[src/rtl/arb_mux_nx_pkg.sv]
// Shared definitions for the arb_mux_nx N:1 bus selector.
// Covers the mode encodings and the select-width helper.
package arb_mux_nx_pkg;

  typedef enum logic [0:0] {
    MODE_FIXED = 1'b0,
    MODE_RR    = 1'b1
  } mode_e;

  localparam int unsigned MIN_N = 2;
  localparam int unsigned MAX_N = 16;

  // Select/index width for an N-channel selector; never narrower than one bit.
  function automatic int unsigned sel_width(input int unsigned n);
    return (n <= 2) ? 1 : $clog2(n);
  endfunction

endpackage

[src/rtl/arb_mux_nx_rr_arbiter.sv]
// Combinational round-robin arbiter: rotate requests so the slot after ptr is
// at bit 0, pick the lowest set bit, then rotate the index back.
module arb_mux_nx_rr_arbiter
  import arb_mux_nx_pkg::*;
#(
  parameter  int unsigned N     = 8,
  localparam int unsigned SEL_W = sel_width(N)
) (
  input  logic [N-1:0]     req,
  input  logic [SEL_W-1:0] ptr,
  output logic [SEL_W-1:0] gnt_idx,
  output logic             any
);

  // One extra bit so start + offset never overflows before the modulo.
  localparam int unsigned IW = SEL_W + 1;

  logic [2*N-1:0] dbl;
  logic [N-1:0]   rot;
  logic [IW-1:0]  start;
  logic [IW-1:0]  first;
  logic [IW-1:0]  sum;

  always_comb begin
    start = (IW'(ptr) == IW'(N - 1)) ? '0 : IW'(ptr) + IW'(1);
    dbl   = {req, req};
    rot   = N'(dbl >> start);
    first = '0;
    for (int k = int'(N) - 1; k >= 0; k--) begin
      if (rot[k]) first = IW'(k);
    end
    sum     = start + first;
    gnt_idx = (sum >= IW'(N)) ? SEL_W'(sum - IW'(N)) : SEL_W'(sum);
    any     = |req;
  end

endmodule

[src/rtl/arb_mux_nx.sv]
// N:1 bus selector with per-channel valid/ready and a registered output slot.
// MODE 0 picks the channel from sel; MODE 1 arbitrates round-robin.
module arb_mux_nx
  import arb_mux_nx_pkg::*;
#(
  parameter  int unsigned WIDTH = 32,
  parameter  int unsigned N     = 8,
  parameter  int unsigned MODE  = 0,
  localparam int unsigned SEL_W = sel_width(N)
) (
  input  logic                 clk,
  input  logic                 rst,
  input  logic [N-1:0]         in_valid,
  input  logic [N*WIDTH-1:0]   in_data,
  output logic [N-1:0]         in_ready,
  input  logic [SEL_W-1:0]     sel,
  output logic                 out_valid,
  output logic [WIDTH-1:0]     out_data,
  output logic [SEL_W-1:0]     out_sel,
  input  logic                 out_ready
);

  logic             load_en;
  logic             req_ok;
  logic             xfer;
  logic [SEL_W-1:0] gnt;
  logic [WIDTH-1:0] gnt_data;

  // Slot is free when empty or drained this cycle; reset blocks any acceptance.
  assign load_en = ~rst & (~out_valid | out_ready);
  assign xfer    = load_en & req_ok;

  generate
    if (MODE == int'(MODE_RR)) begin : g_rr
      logic [SEL_W-1:0] rr_ptr;
      logic [SEL_W-1:0] rr_gnt;
      logic             rr_any;
      logic             unused_sel;

      assign unused_sel = ^sel;

      arb_mux_nx_rr_arbiter #(.N(N)) u_arb (
        .req     (in_valid),
        .ptr     (rr_ptr),
        .gnt_idx (rr_gnt),
        .any     (rr_any)
      );

      assign gnt    = rr_gnt;
      assign req_ok = rr_any;

      // Fairness pointer moves only on an accepted beat.
      always_ff @(posedge clk) begin
        if (rst)       rr_ptr <= SEL_W'(N - 1);
        else if (xfer) rr_ptr <= gnt;
      end
    end else begin : g_fixed
      // Out-of-range selects match no channel and so never request.
      always_comb begin
        req_ok = 1'b0;
        for (int i = 0; i < int'(N); i++) begin
          if (sel == SEL_W'(i)) req_ok = in_valid[i];
        end
      end

      assign gnt = sel;
    end
  endgenerate

  assign gnt_data = in_data[gnt*WIDTH +: WIDTH];

  always_comb begin
    in_ready = '0;
    for (int i = 0; i < int'(N); i++) begin
      in_ready[i] = xfer & (gnt == SEL_W'(i));
    end
  end

  always_ff @(posedge clk) begin
    if (rst) begin
      out_valid <= 1'b0;
      out_data  <= '0;
      out_sel   <= '0;
    end else if (load_en) begin
      if (req_ok) begin
        out_valid <= 1'b1;
        out_data  <= gnt_data;
        out_sel   <= gnt;
      end else begin
        out_valid <= 1'b0;
      end
    end
  end

endmodule
[config.mk]
export PLATFORM = sky130hd
export DESIGN_NAME = arb_mux_nx
export DESIGN_NICKNAME = d
export VERILOG_FILES = /design/src/rtl/arb_mux_nx_pkg.sv /design/src/rtl/arb_mux_nx_rr_arbiter.sv /design/src/rtl/arb_mux_nx.sv
export SDC_FILE = /design/constraint.sdc
export NUM_CORES = 1
export LEC_CHECK = 0
export ABC_AREA = 1
export CORE_AREA = 2 2 123 125
export DETAILED_ROUTE_END_ITERATION = 8
export DIE_AREA = 0 0 125 127
export GPL_TIMING_DRIVEN = 0
export SETUP_SLACK_MARGIN = 0.02
export SYNTH_ARGS = -nofsm -noshare
export SYNTH_HDL_FRONTEND = slang
export SYNTH_SLANG_ARGS = --single-unit
export TNS_END_PERCENT = 50
[constraint.sdc]
create_clock -name clk -period 4.69 [get_ports clk]
set_clock_uncertainty 0.2 [all_clocks]
set_input_delay 0.469 -clock clk [delete_from_list [all_inputs] [get_ports clk]]
set_output_delay 0.469 -clock clk [all_outputs]
set_load 0.03 [all_outputs]
== After elaboration in Yosys (flattened, before gate mapping) ==
Index checks and enable logic that the tools add are counted.

* Flip-flop bits (word level): 36
* Output and inout port bits: 44
* Logic and storage cells: 35

* Eq/ne operators: 7
* Shifts and indexed selects: 1
* Muxes and demuxes: 9
* Bitwise operators: 13
* Reductions and logical operators: 2

{| class="wikitable"
|+ Operator list
! operator !! count
|-
| $shiftx A256 B9 Y32 || 1
|-
| $eq A3 B3 Y1 const B || 4
|-
| $and A1 B1 Y1 || 10
|-
| $mux W1 || 9
|-
| $eq A3 B2 Y1 const B || 2
|-
| $eq A3 B1 Y1 const B || 1
|-
| $logic_not A3 Y1 || 1
|-
| $not A1 Y1 || 2
|-
| $reduce_and A2 Y1 || 1
|-
| $or A1 B1 Y1 || 1
|}

== Depth between registers and ports, before layout ==
Gate-level depths: netlist (run 1).

* Word-level depth: 11
* Gate-level depth with buffers: 13
* Gate-level depth less buffers: 12

== Least setup slack after synthesis (run 1) ==
Ideal clock, no wire load.

* Kind: input to output
* Start: in sel[2]
* End: out in_ready[3]
* Arrival: 1,920 ps
* Data required time: 4,021 ps
* Setup slack: 2,101 ps
* Stages: 10
* Path through: inv_1 buf_2 nand3_1 nand2_1 nor2_1 nand2_1 nand2_1 nand3_2 nand3_2 nor3_1

* Longest elaborated chain between the ends: 11

{| class="wikitable"
|+ RTL lines
! what !! RTL line !! text
|-
| start: declaration || arb_mux_nx.sv:16 || <nowiki>input logic [SEL_W-1:0] sel,</nowiki>
|-
| $logic_not A3 Y1 || arb_mux_nx.sv:62 || <nowiki>if (sel == SEL_W'(i)) req_ok = in_valid[i];</nowiki>
|-
| $mux W1 (8 in series) || arb_mux_nx.sv:62 ||
|-
| $and A1 B1 Y1 || arb_mux_nx.sv:31 || <nowiki>assign xfer = load_en & req_ok;</nowiki>
|-
| $and A1 B1 Y1 * || arb_mux_nx.sv:75 || <nowiki>in_ready[i] = xfer & (gnt == SEL_W'(i));</nowiki>
|-
| end: declaration || arb_mux_nx.sv:15 || <nowiki>output logic [N-1:0] in_ready,</nowiki>
|}

Mark *: on every way between the ends. The rest lies on a longest branch, timed or not.

== Worst setup path after layout (run 1) ==
* Start: in sel[1]
* End: out in_ready[3]

The elaborated chain is that of the path after synthesis.

==> out/metrics.cfg, run 1 <==
[global_routing]
met1_usage_pct=33.1
use_met2_pct=43.7
grt_overflow=0
grt_pass1_wl_mm=31.1
antenna_found_initial=0
grt_pass1_vias=5403
use_met3_pct=3.73
grt_util_all_layers_pct=25.3
busiest_layer=met2
grt_max_degree=11

[route]
drtIter0Drc=318
drc=0
vias_per_cell=4.69
postRouteAntennaNets=0
routed_wl_mm=20.9
drtPass1Iterations=7
wire_per_inst_um=17.9
vias=5483

[logic_synthesis]
synth.avg_cell_area_um2=5.11
netlist.top_cell.by_area=nand2_1
synth_seq_cells=36
syn-num-nets=933
ys_warn_count=0
synth_top_area_share_pct=44.5
netlist_area_um2=3390
synth-seq-area-share_pct=21.3
netlist_instances=663
ys_types=17
synth_area_leaders=nand2_1, dfxtp_1, nand4_1, nand3_1, buf_2

[pwr]
vdd_ir_drop_max_mv=0.119
power.internal_uw=876
clkPwrFrac_pct=25.1
power.leakage_nw=2.97
swShare_pct=34.1
p_seq_share_pct=26.4
powerDensity_nw_per_um2=193
switchingPower_uw=453
combPwrFrac_pct=48.4

[worst_setup_path]
crit_fanout=10
worstSetupPathType=input pin to output port
crit_buf_inv=3
arrival_ns=3.17
endpoint_kind=output port
timing.critical_path.mode_cell=nand2_1
path_cells=clkdlybuf4s50_1, inv_1, nor2_2, nand2_1, nor2_1, nor2_1, nand2_1, nand2_1, nand3_2, nand3_2, nor3_1, clkdlybuf4s50_1
start_kind=input pin
crit_slowest_cell=clkdlybuf4s50_1
cp_top_family=buffers and inverters
crit_path_max_incr_delay_ns=0.72
r2r_start=out_valid
startpoint=sel[1]
cp.required_ns=4.02

[timing]
timing.hold.ws_ns=0.260
slew-limit-headroom_pct=54.6
slew_violations=0
setup_viol=0
max_freq_mhz=261
period_needed_ns=3.84
finalHoldViolCount=0
tightestPinTransition_ns=0.681
finalCritPeriodShare_pct=81.8
rsz0062_at_grt=false
fin_tns_setup_ns=0

[clocking]
cts_buffers=5
cts_setup_buffers=0
cts_tree=built
cts.hold.buffers_added=0
htree_levels=2
cts_buffer_depth=2
cts-root-buf=clkbuf_16
post_cts_resized=0
cts.sinks=36
clkLatencyLatePin_ns=0.27
cts.clk_slew.worst_paths_ns=0.05

[die]
start_util_pct=23.5
die-area_um2=15900
row_count=44
die_x_um=125
die_h_um=127
ios=314
coreArea_um2=14400

[outcome]
outcome=finished clean

[cells_and_area]
syn_to_final_growth_pct=104
fin_cells=1169
fill_cells=1570
multiInputGateArea_um2=2400
seq_area_um2=721
drive_above_1_share_pct=3.56
nets=1253
fin_util_pct=47.9

[placed_design]
portBuffers=313
place_congestion=0.900
place_inst=1160
dp_hpwl_mm=17.5

[flow_run]
cap_viol_max_count=0

[min_path]
hold_class=register to register
holdCritStartpoint=out_data[20]

[power by group through the flow]
stage | Combinational [mW] | Sequential [mW] | Clock [mW]
floorplan | 0.203 | 0.414 | 0
global placement | 0.642 | 0.357 | 0
detailed placement | 0.642 | 0.358 | 0
CTS | 0.644 | 0.351 | 0.338
global route | 0.695 | 0.355 | 0.352
finish | 0.644 | 0.351 | 0.334
[area by class of cell]
cell class                 count  area share, %
multi-input combinational    562           34.7
sequential                    36           10.4
clock buffer                   8           2.12
antenna                        1         0.0363
timing repair buffer         313           45.4
buffer                        49           3.10
inverter                      16          0.870
tap                          184           3.34
[worst reg2reg max path: cells and delay by family (launching register included)]
kind / cells / cell delay (ns)
AO/OA/AOI/OAI: 1 / 0.53
AND/OR/NAND/NOR: 2 / 0.25
buffers and inverters: 1 / 0.44
flip-flops: 1 / 0.33
[cell families after synthesis]
| logic type | Yosys count | synth area share [%] |
|---|---|---|
| buf+inv | 65 | 8.08 |
| simple gates | 559 | 70.2 |
| compound gates | 3 | 0.480 |
| flops | 36 | 21.3 |
[routing by layer]
layer	share of wire [%]	routed length, um	up-vias
li1	-	-	2788
met1	43	9040	2471
met2	49	10200	198
met3	5.7	1180	26
met4	2.3	485	0
met5	0	0	-
[path summary, 6_finish.rpt]
path | end | slack, ns | cells after the start
max | in_ready[3] | 0.85 | 12
min reg2reg | out_data[20] | 0.26 | 2
max reg2reg | out_data[31] | 2.88 | 4
min | out_data[20] | 0.26 | 2
[stage by stage]
step | power (mW) | setup slack, ns | area (um^2)
6_report | 1.33 | 0.855 | 6900
5_1_grt | 1.40 | 0.654 | 6900
4_1_cts | 1.33 | 0.871 | 6900
3_5_place_dp | 1.00 | 0.871 | 6750
3_3_place_gp | 1.00 | 0.882 | 6750
2_1_floorplan | 0.618 | 2.10 | 3390
[synthesized netlist by cell type]
library cell  count
a21oi_1           2
a31oi_1           1
buf_1             6
buf_2            24
clkbuf_1         19
clkinv_1          1
dfxtp_1          36
inv_1            14
inv_2             1
nand2_1         402
nand3_1          69
nand3_2           3
nand4_1          67
nor2_1           14
nor2_2            1
nor3_1            1
or2_0             2
[registers in the layout (all words and copies together), names as in the netlist]
| signal | cells |
|---|---|
| out_valid | 1 |
| out_sel | 3 |
| out_data | 32 |
[placed cells by master (no fill, tap or decap), drive strengths merged]
cell type | netlist | final
nand2 | 402 | 402
clkdlybuf4s50 | 0 | 313
nand3 | 72 | 72
nand4 | 67 | 67
dfxtp | 36 | 36
buf | 30 | 30
clkbuf | 19 | 27
nor2 | 15 | 15
inv | 15 | 15
or2 | 2 | 2
a21oi | 2 | 2
diode | 0 | 1
a31oi | 1 | 1
nor3 | 1 | 1
clkinv | 1 | 1
Note: power is estimated with default switching activity, not from simulation.
==> run 2: changes to the inputs <==
- CORE_AREA: 2 2 123 125 -> 2 2 121 123
- DIE_AREA: 0 0 125 127 -> 0 0 123 125
- PLACE_DENSITY: not set -> 0.66
- clock period: 4.69 -> 3.6 ns (I/O delays scaled with it)
==> run 2 against run 1 <==
Compared with the run above:
- routed wire length fell by 0.51%
- register-to-register slack worse by 1.2 ns
- combinational power rose by 31%
- first-iteration DRC count is 0.63% higher
- non-clock buffer count unchanged
- clock power is 32% higher
==> out/metrics.cfg, run 2 (same netlist as run 1, synthesis figures left out) <==
[clocking]
htree_levels=2  ; unchanged
cts_buffers=5  ; unchanged
cts_buffer_depth=2  ; unchanged
cts-root-buf=clkbuf_16
cts.sinks=36  ; unchanged
clkLatencyLatePin_ns=0.28  ; about the same
cts_tree=built
cts_setup_buffers=0  ; unchanged
cts.clk_slew.worst_paths_ns=0.05  ; about the same
cts.hold.buffers_added=0  ; unchanged

[cells_and_area]
drive_above_1_share_pct=3.56  ; unchanged
fill_cells=1543  ; -1.7%
final_cell_mix=nand2_1, clkdlybuf4s50_1, nand3_1
top_regs=out_data (32), out_sel (3), out_valid (1)
nets=1253  ; unchanged
regMostFlops=out_data
syn_to_final_growth_pct=104
final_common_cell=nand2_1
insertedDiodeCount=0  ; -1
largest_reg_flops=32  ; unchanged

[route]
drtIter0Drc=320  ; +0.63%
drc=0  ; unchanged
postRouteAntennaNets=0  ; unchanged
wire_per_inst_um=17.8  ; -0.43%
vias_per_cell=4.72  ; +0.65%
routed_wl_mm=20.8  ; -0.51%
drtPass1Iterations=4  ; -3
vias=5514  ; +0.57%

[global_routing]
grt_pass1_vias=5465  ; +1.1%
grt_max_degree=11  ; unchanged
antenna_found_initial=1  ; +1
grt_util_all_layers_pct=26.5  ; +1.2 points
grt_pass1_wl_mm=30.7  ; -1.0%
grt_overflow=0  ; unchanged

[min_path]
hold_end=out_data[19]
whs_path_depth=2  ; unchanged
holdCritStartpoint=out_data[19]
hold_class=register to register

[timing]
slew_violations=0  ; unchanged
finalHoldViolCount=0  ; unchanged
tightestPinTransition_ns=0.828  ; +0.147 ns
finalCritPeriodShare_pct=94.5
period_needed_ns=3.40
setup_viol=0  ; unchanged
slew-limit-headroom_pct=44.8  ; -9.8 points
timing.hold.ws_ns=0.260  ; +0.0000850 ns
fin_tns_setup_ns=0  ; unchanged
rsz0062_at_grt=false
max_freq_mhz=294

[die]
die-area_um2=15400  ; -3.1%
die_x_um=123  ; -1.6%
start_util_pct=23.9  ; +0.36 points
die_h_um=125  ; -1.6%
coreArea_um2=14200  ; -1.5%
ios=314  ; unchanged
row_count=44  ; unchanged

[flow_run]
cap_viol_max_count=0  ; unchanged

[worst_setup_path]
crit_fanout=10  ; unchanged
start_kind=input pin
endpoint_kind=output port
reg2reg_slack_ns=1.66  ; -1.22 ns
worstSetupPathType=input pin to output port
r2r-end=out_data[11]
cp.required_ns=3.04  ; -0.98 ns
r2r_start=out_valid
ff2ff_path_depth=4  ; unchanged
arrival_ns=2.84  ; -0.33 ns

[placed_design]
portBuffers=313  ; unchanged
dp_hpwl_mm=17.2  ; -1.6%
place_congestion=0.895  ; -0.54%

[outcome]
outcome=finished clean

[pwr]
vdd_ir_drop_max_mv=0.157  ; +31%
power.leakage_nw=3.03  ; +1.9%
powerDensity_nw_per_um2=252  ; +31%

-- run 2: cell count changes in the layout (fill, tap and decap cells not counted) --
cell             delta
dlymetal6s2s_1      +3
nand3_4             +1
clkdlybuf4s50_1     -3
nand3_2             -1
diode_2             -1
-- run 2: metal layers --
metal | track usage [%] | vias to the layer above | part of all wire [%]
li1 | - | 2787 | -
met4 | 8.02 | 2 | 2.6
met5 | 0 | - | 0.062
met3 | 4.01 | 35 | 6.6
met2 | 44.0 | 221 | 47
met1 | 35.2 | 2469 | 43
-- run 2: cell type report --
cell class	count	area [um^2]	area share, %
Buffer	49	214	3.09
Timing Repair Buffer	313	3140	45.4
Tap cell	184	230	3.33
Clock buffer	8	146	2.12
Sequential cell	36	721	10.4
Multi-Input combinational cell	562	2400	34.8
Inverter	16	60.1	0.868
-- run 2: worst max-delay path by stage --
stage,from,end,slack [ns],cells after the start
after floorplan,sel[2],in_ready[3],1.23,10
after global placement,sel[1],in_ready[3],0.07,12
after detailed placement,sel[1],in_ready[3],0.03,12
after CTS,sel[1],in_ready[3],0.02,12
after global routing,sel[1],in_ready[7],0.03,12
final,sel[1],in_ready[7],0.20,12
-- run 2: power breakdown --
part / switching, mW / leakage [nW] / internal [mW]
sequential: 0.0206 / 0.295 / 0.437
clock: 0.165 / 0.0712 / 0.276
combinational: 0.417 / 2.66 / 0.428
-- run 2: critical path, stage by stage --
cell and delay, ns:
clkdlybuf4s50_1 0.61, inv_1 0.11, nor2_2 0.17, nand2_1 0.10, nor2_1 0.10, nor2_1 0.05, nand2_1 0.05, nand2_1 0.06
nand3_2 0.15, nand3_4 0.19, nor2_1 0.15, clkdlybuf4s50_1 0.72
-- run 2: timing repair --
item | CTS | global route
endpoints found under the setup margin | 0 | 8
endpoints found under the hold margin | 0 | 0
resized for setup | 0 | 4
-- run 2: metrics by stage --
step | instance area [um^2] | utilization, % | instances | setup slack, ns | power [mW]
6_report | 6920 | 48.7 | 1168 | 0.198 | 1.74
4_1_cts | 6900 | 48.6 | 1168 | 0.0231 | 1.75
5_1_grt | 6920 | 48.7 | 1168 | 0.0338 | 1.83
2_1_floorplan | 3390 | - | 663 | 1.23 | 0.805
3_3_place_gp | 6750 | 47.6 | 1160 | 0.0678 | 1.30
3_5_place_dp | 6750 | 47.6 | 1160 | 0.0325 | 1.31
==> run 3: changes to the inputs <==
- CORE_AREA: 2 2 121 123 -> 2 2 123 125
- CTS_BUF_LIST: not set -> sky130_fd_sc_hd__clkbuf_2
- DIE_AREA: 0 0 123 125 -> 0 0 125 127
- PLACE_DENSITY: 0.66 -> not set
- TNS_END_PERCENT: 50 -> not set
==> run 3 against run 2 <==
Compared with the run above:
- sequential power about the same
- register-to-register slack better by 0.09 ns
- core utilization fell by 1.4 points
- total power shrank 15%
- worst setup slack improved by 0.092 ns
- critical path depth unchanged
- via count down 0.56%
- sequential share of layout area rose by 0.15 points
- first-iteration DRC count shrank 0.94%
- final cell count rose by 0.17%
- non-clock buffer count is the same
- highest routed layer is now met4
==> out/metrics.cfg, run 3 (same netlist as run 1, synthesis figures left out) <==
[worst_setup_path]
path_cells=clkdlybuf4s50_1, inv_1, nor2_2, nand2_1, nor2_1, nor2_1, nand2_1, nand2_1, nand3_2, nand3_2, nor3_1, dlygate4sd2_1
arrival_ns=2.75  ; -0.09 ns
crit_path_max_incr_delay_ns=0.63  ; -0.09 ns
crit_fanout=10  ; unchanged
ff2ff_path_depth=4  ; unchanged
startpoint=sel[1]
r2r-end=out_data[2]
endpoint_kind=output port
cp.required_ns=3.04  ; about the same
crit_end=in_ready[3]
crit_slowest_cell=clkdlybuf4s50_1
reg2reg_slack_ns=1.75  ; +0.09 ns
timing.critical_path.mode_cell=nand2_1
r2r_start=out_valid
worstSetupPathType=input pin to output port
start_kind=input pin

[pwr]
vdd_ir_drop_max_mv=0.118  ; -25%
power.leakage_nw=3.06  ; +1.2%
power_mw=1.48  ; -15%
powerDensity_nw_per_um2=217  ; -14%

[route]
wire_per_inst_um=17.9  ; +0.45%
drtIter0Drc=317  ; -0.94%
postRouteAntennaNets=0  ; unchanged
vias_per_cell=4.69  ; -0.73%
drc=0  ; unchanged
drtPass1Iterations=5  ; +1
routed_wl_mm=20.9  ; +0.62%
vias=5483  ; -0.56%

[die]
ios=314  ; unchanged
coreArea_um2=14400  ; +1.6%
die_h_um=127  ; +1.6%
die-area_um2=15900  ; +3.3%
row_count=44  ; unchanged
die_x_um=125  ; +1.6%
start_util_pct=23.5  ; -0.36 points

[outcome]
outcome=finished clean

[global_routing]
antenna_found_initial=1  ; unchanged
grt_pass1_wl_mm=30.9  ; +0.63%
grt_pass1_vias=5379  ; -1.6%
grt_util_all_layers_pct=25.2  ; -1.3 points
grt_max_degree=11  ; unchanged
grt_overflow=0  ; unchanged

[cells_and_area]
syn_to_final_growth_pct=101
regMostFlops=out_data
fin_cells=1170  ; +0.17%
largest_reg_flops=32  ; unchanged
nets=1253  ; unchanged
final_common_cell=nand2_1
final_cell_mix=nand2_1, clkdlybuf4s50_1, nand3_1
drive_above_1_share_pct=3.66  ; +0.10 points
top_regs=out_data (32), out_sel (3), out_valid (1)

[placed_design]
dp_hpwl_mm=17.5  ; +1.6%
portBuffers=313  ; unchanged
place_inst=1160  ; unchanged
place_congestion=0.900  ; +0.55%

[timing]
finalHoldViolCount=0  ; unchanged
max_freq_mhz=302  ; +2.8%
tightestPinTransition_ns=0.683  ; -0.144 ns
period_needed_ns=3.31  ; -0.0922 ns
slew-limit-headroom_pct=54.5  ; +9.6 points
rsz0062_at_grt=false
setup_viol=0  ; unchanged
finalCritPeriodShare_pct=91.9  ; -2.6 points
slew_violations=0  ; unchanged

[min_path]
hold_class=register to register

[clocking]
clkLatencyLatePin_ns=0.37  ; +0.09 ns
cts_tree=built
cts_buffer_depth=2  ; unchanged
cts-root-buf=clkbuf_2
cts.sinks=36  ; unchanged
htree_levels=2  ; unchanged
cts_setup_buffers=0  ; unchanged
cts.clk_slew.worst_paths_ns=0.17  ; +0.12 ns
cts.hold.buffers_added=0  ; unchanged
cts_buffers=5  ; unchanged

[flow_run]
cap_viol_max_count=0  ; unchanged

## run 3: cell types whose count changed in the layout (fill, tap and decap cells not counted), moves of 2 or more
cell             previous run  this run
clkbuf_16                   5         0
clkbuf_2                    0         7
dlymetal6s2s_1              3         7
clkdlybuf4s50_1           310       305
diode_2                     0         2
clkbuf_1                   21        19
## run 3: area by class of cell
type / instances / area, um^2
clock buffers: 7 / 35.0
repair buffers: 313 / 3150
clock inverters: 1 / 3.75
multi-input cells: 562 / 2400
well taps: 184 / 230
flip-flops and latches: 36 / 721
inverters: 16 / 60.1
plain buffers: 49 / 214
fillers: 1582 / 7610
diodes: 2 / 5.00
## run 3: worst min path at each step
| stage | start | end | slack, ns | depth (start not counted) |
|---|---|---|---|---|
| global route | out_data[18] | out_data[18] | 0.30 | 2 |
| CTS | out_data[20] | out_data[20] | 0.28 | 2 |
| global placement | out_data[19] | out_data[19] | 0.25 | 2 |
| floorplan | rst | out_valid | 0.23 | 1 |
| detailed placement | out_data[20] | out_data[20] | 0.26 | 2 |
| finish | out_data[20] | out_data[20] | 0.27 | 2 |
## run 3: where the power goes
part           switching (mW)  total [mW]  internal (mW)
clock                   0.133       0.185         0.0521
sequential             0.0202       0.457          0.437
combinational           0.412       0.839          0.427
total                   0.565        1.48          0.916
## run 3: timing repair
action	CTS	global route
pin swaps	0	0
resized for setup	1	7
endpoints found under the setup margin	1	7
## run 3: per-stage QoR
stage	utilization (%)	hold WS, ns	TNS (ns)	instance area, um^2	setup slack, ns
global route	47.2	0.300	0	6810	0.0790
global placement	46.8	0.251	0	6750	0.00992
detailed placement	46.8	0.256	-0.000528	6750	-0.000528
floorplan	-	0.229	0	3390	1.23
CTS	47.1	0.278	0	6790	0.0358
finish	47.2	0.274	0	6810	0.290
## run 3: routing by layer
metal / global-route usage, % / vias up / routed length [um]
met5: 0 / - / 0
met2: 43.6 / 209 / 10300
met1: 33.1 / 2462 / 8990
met4: 6.54 / 0 / 455
met3: 3.73 / 24 / 1200
li1: - / 2788 / -
## run 3: critical path: cells and delay by family
kind / cells / cell delay (ns)
buffers and inverters: 3 / 1.20
AND/OR/NAND/NOR: 9 / 1.19
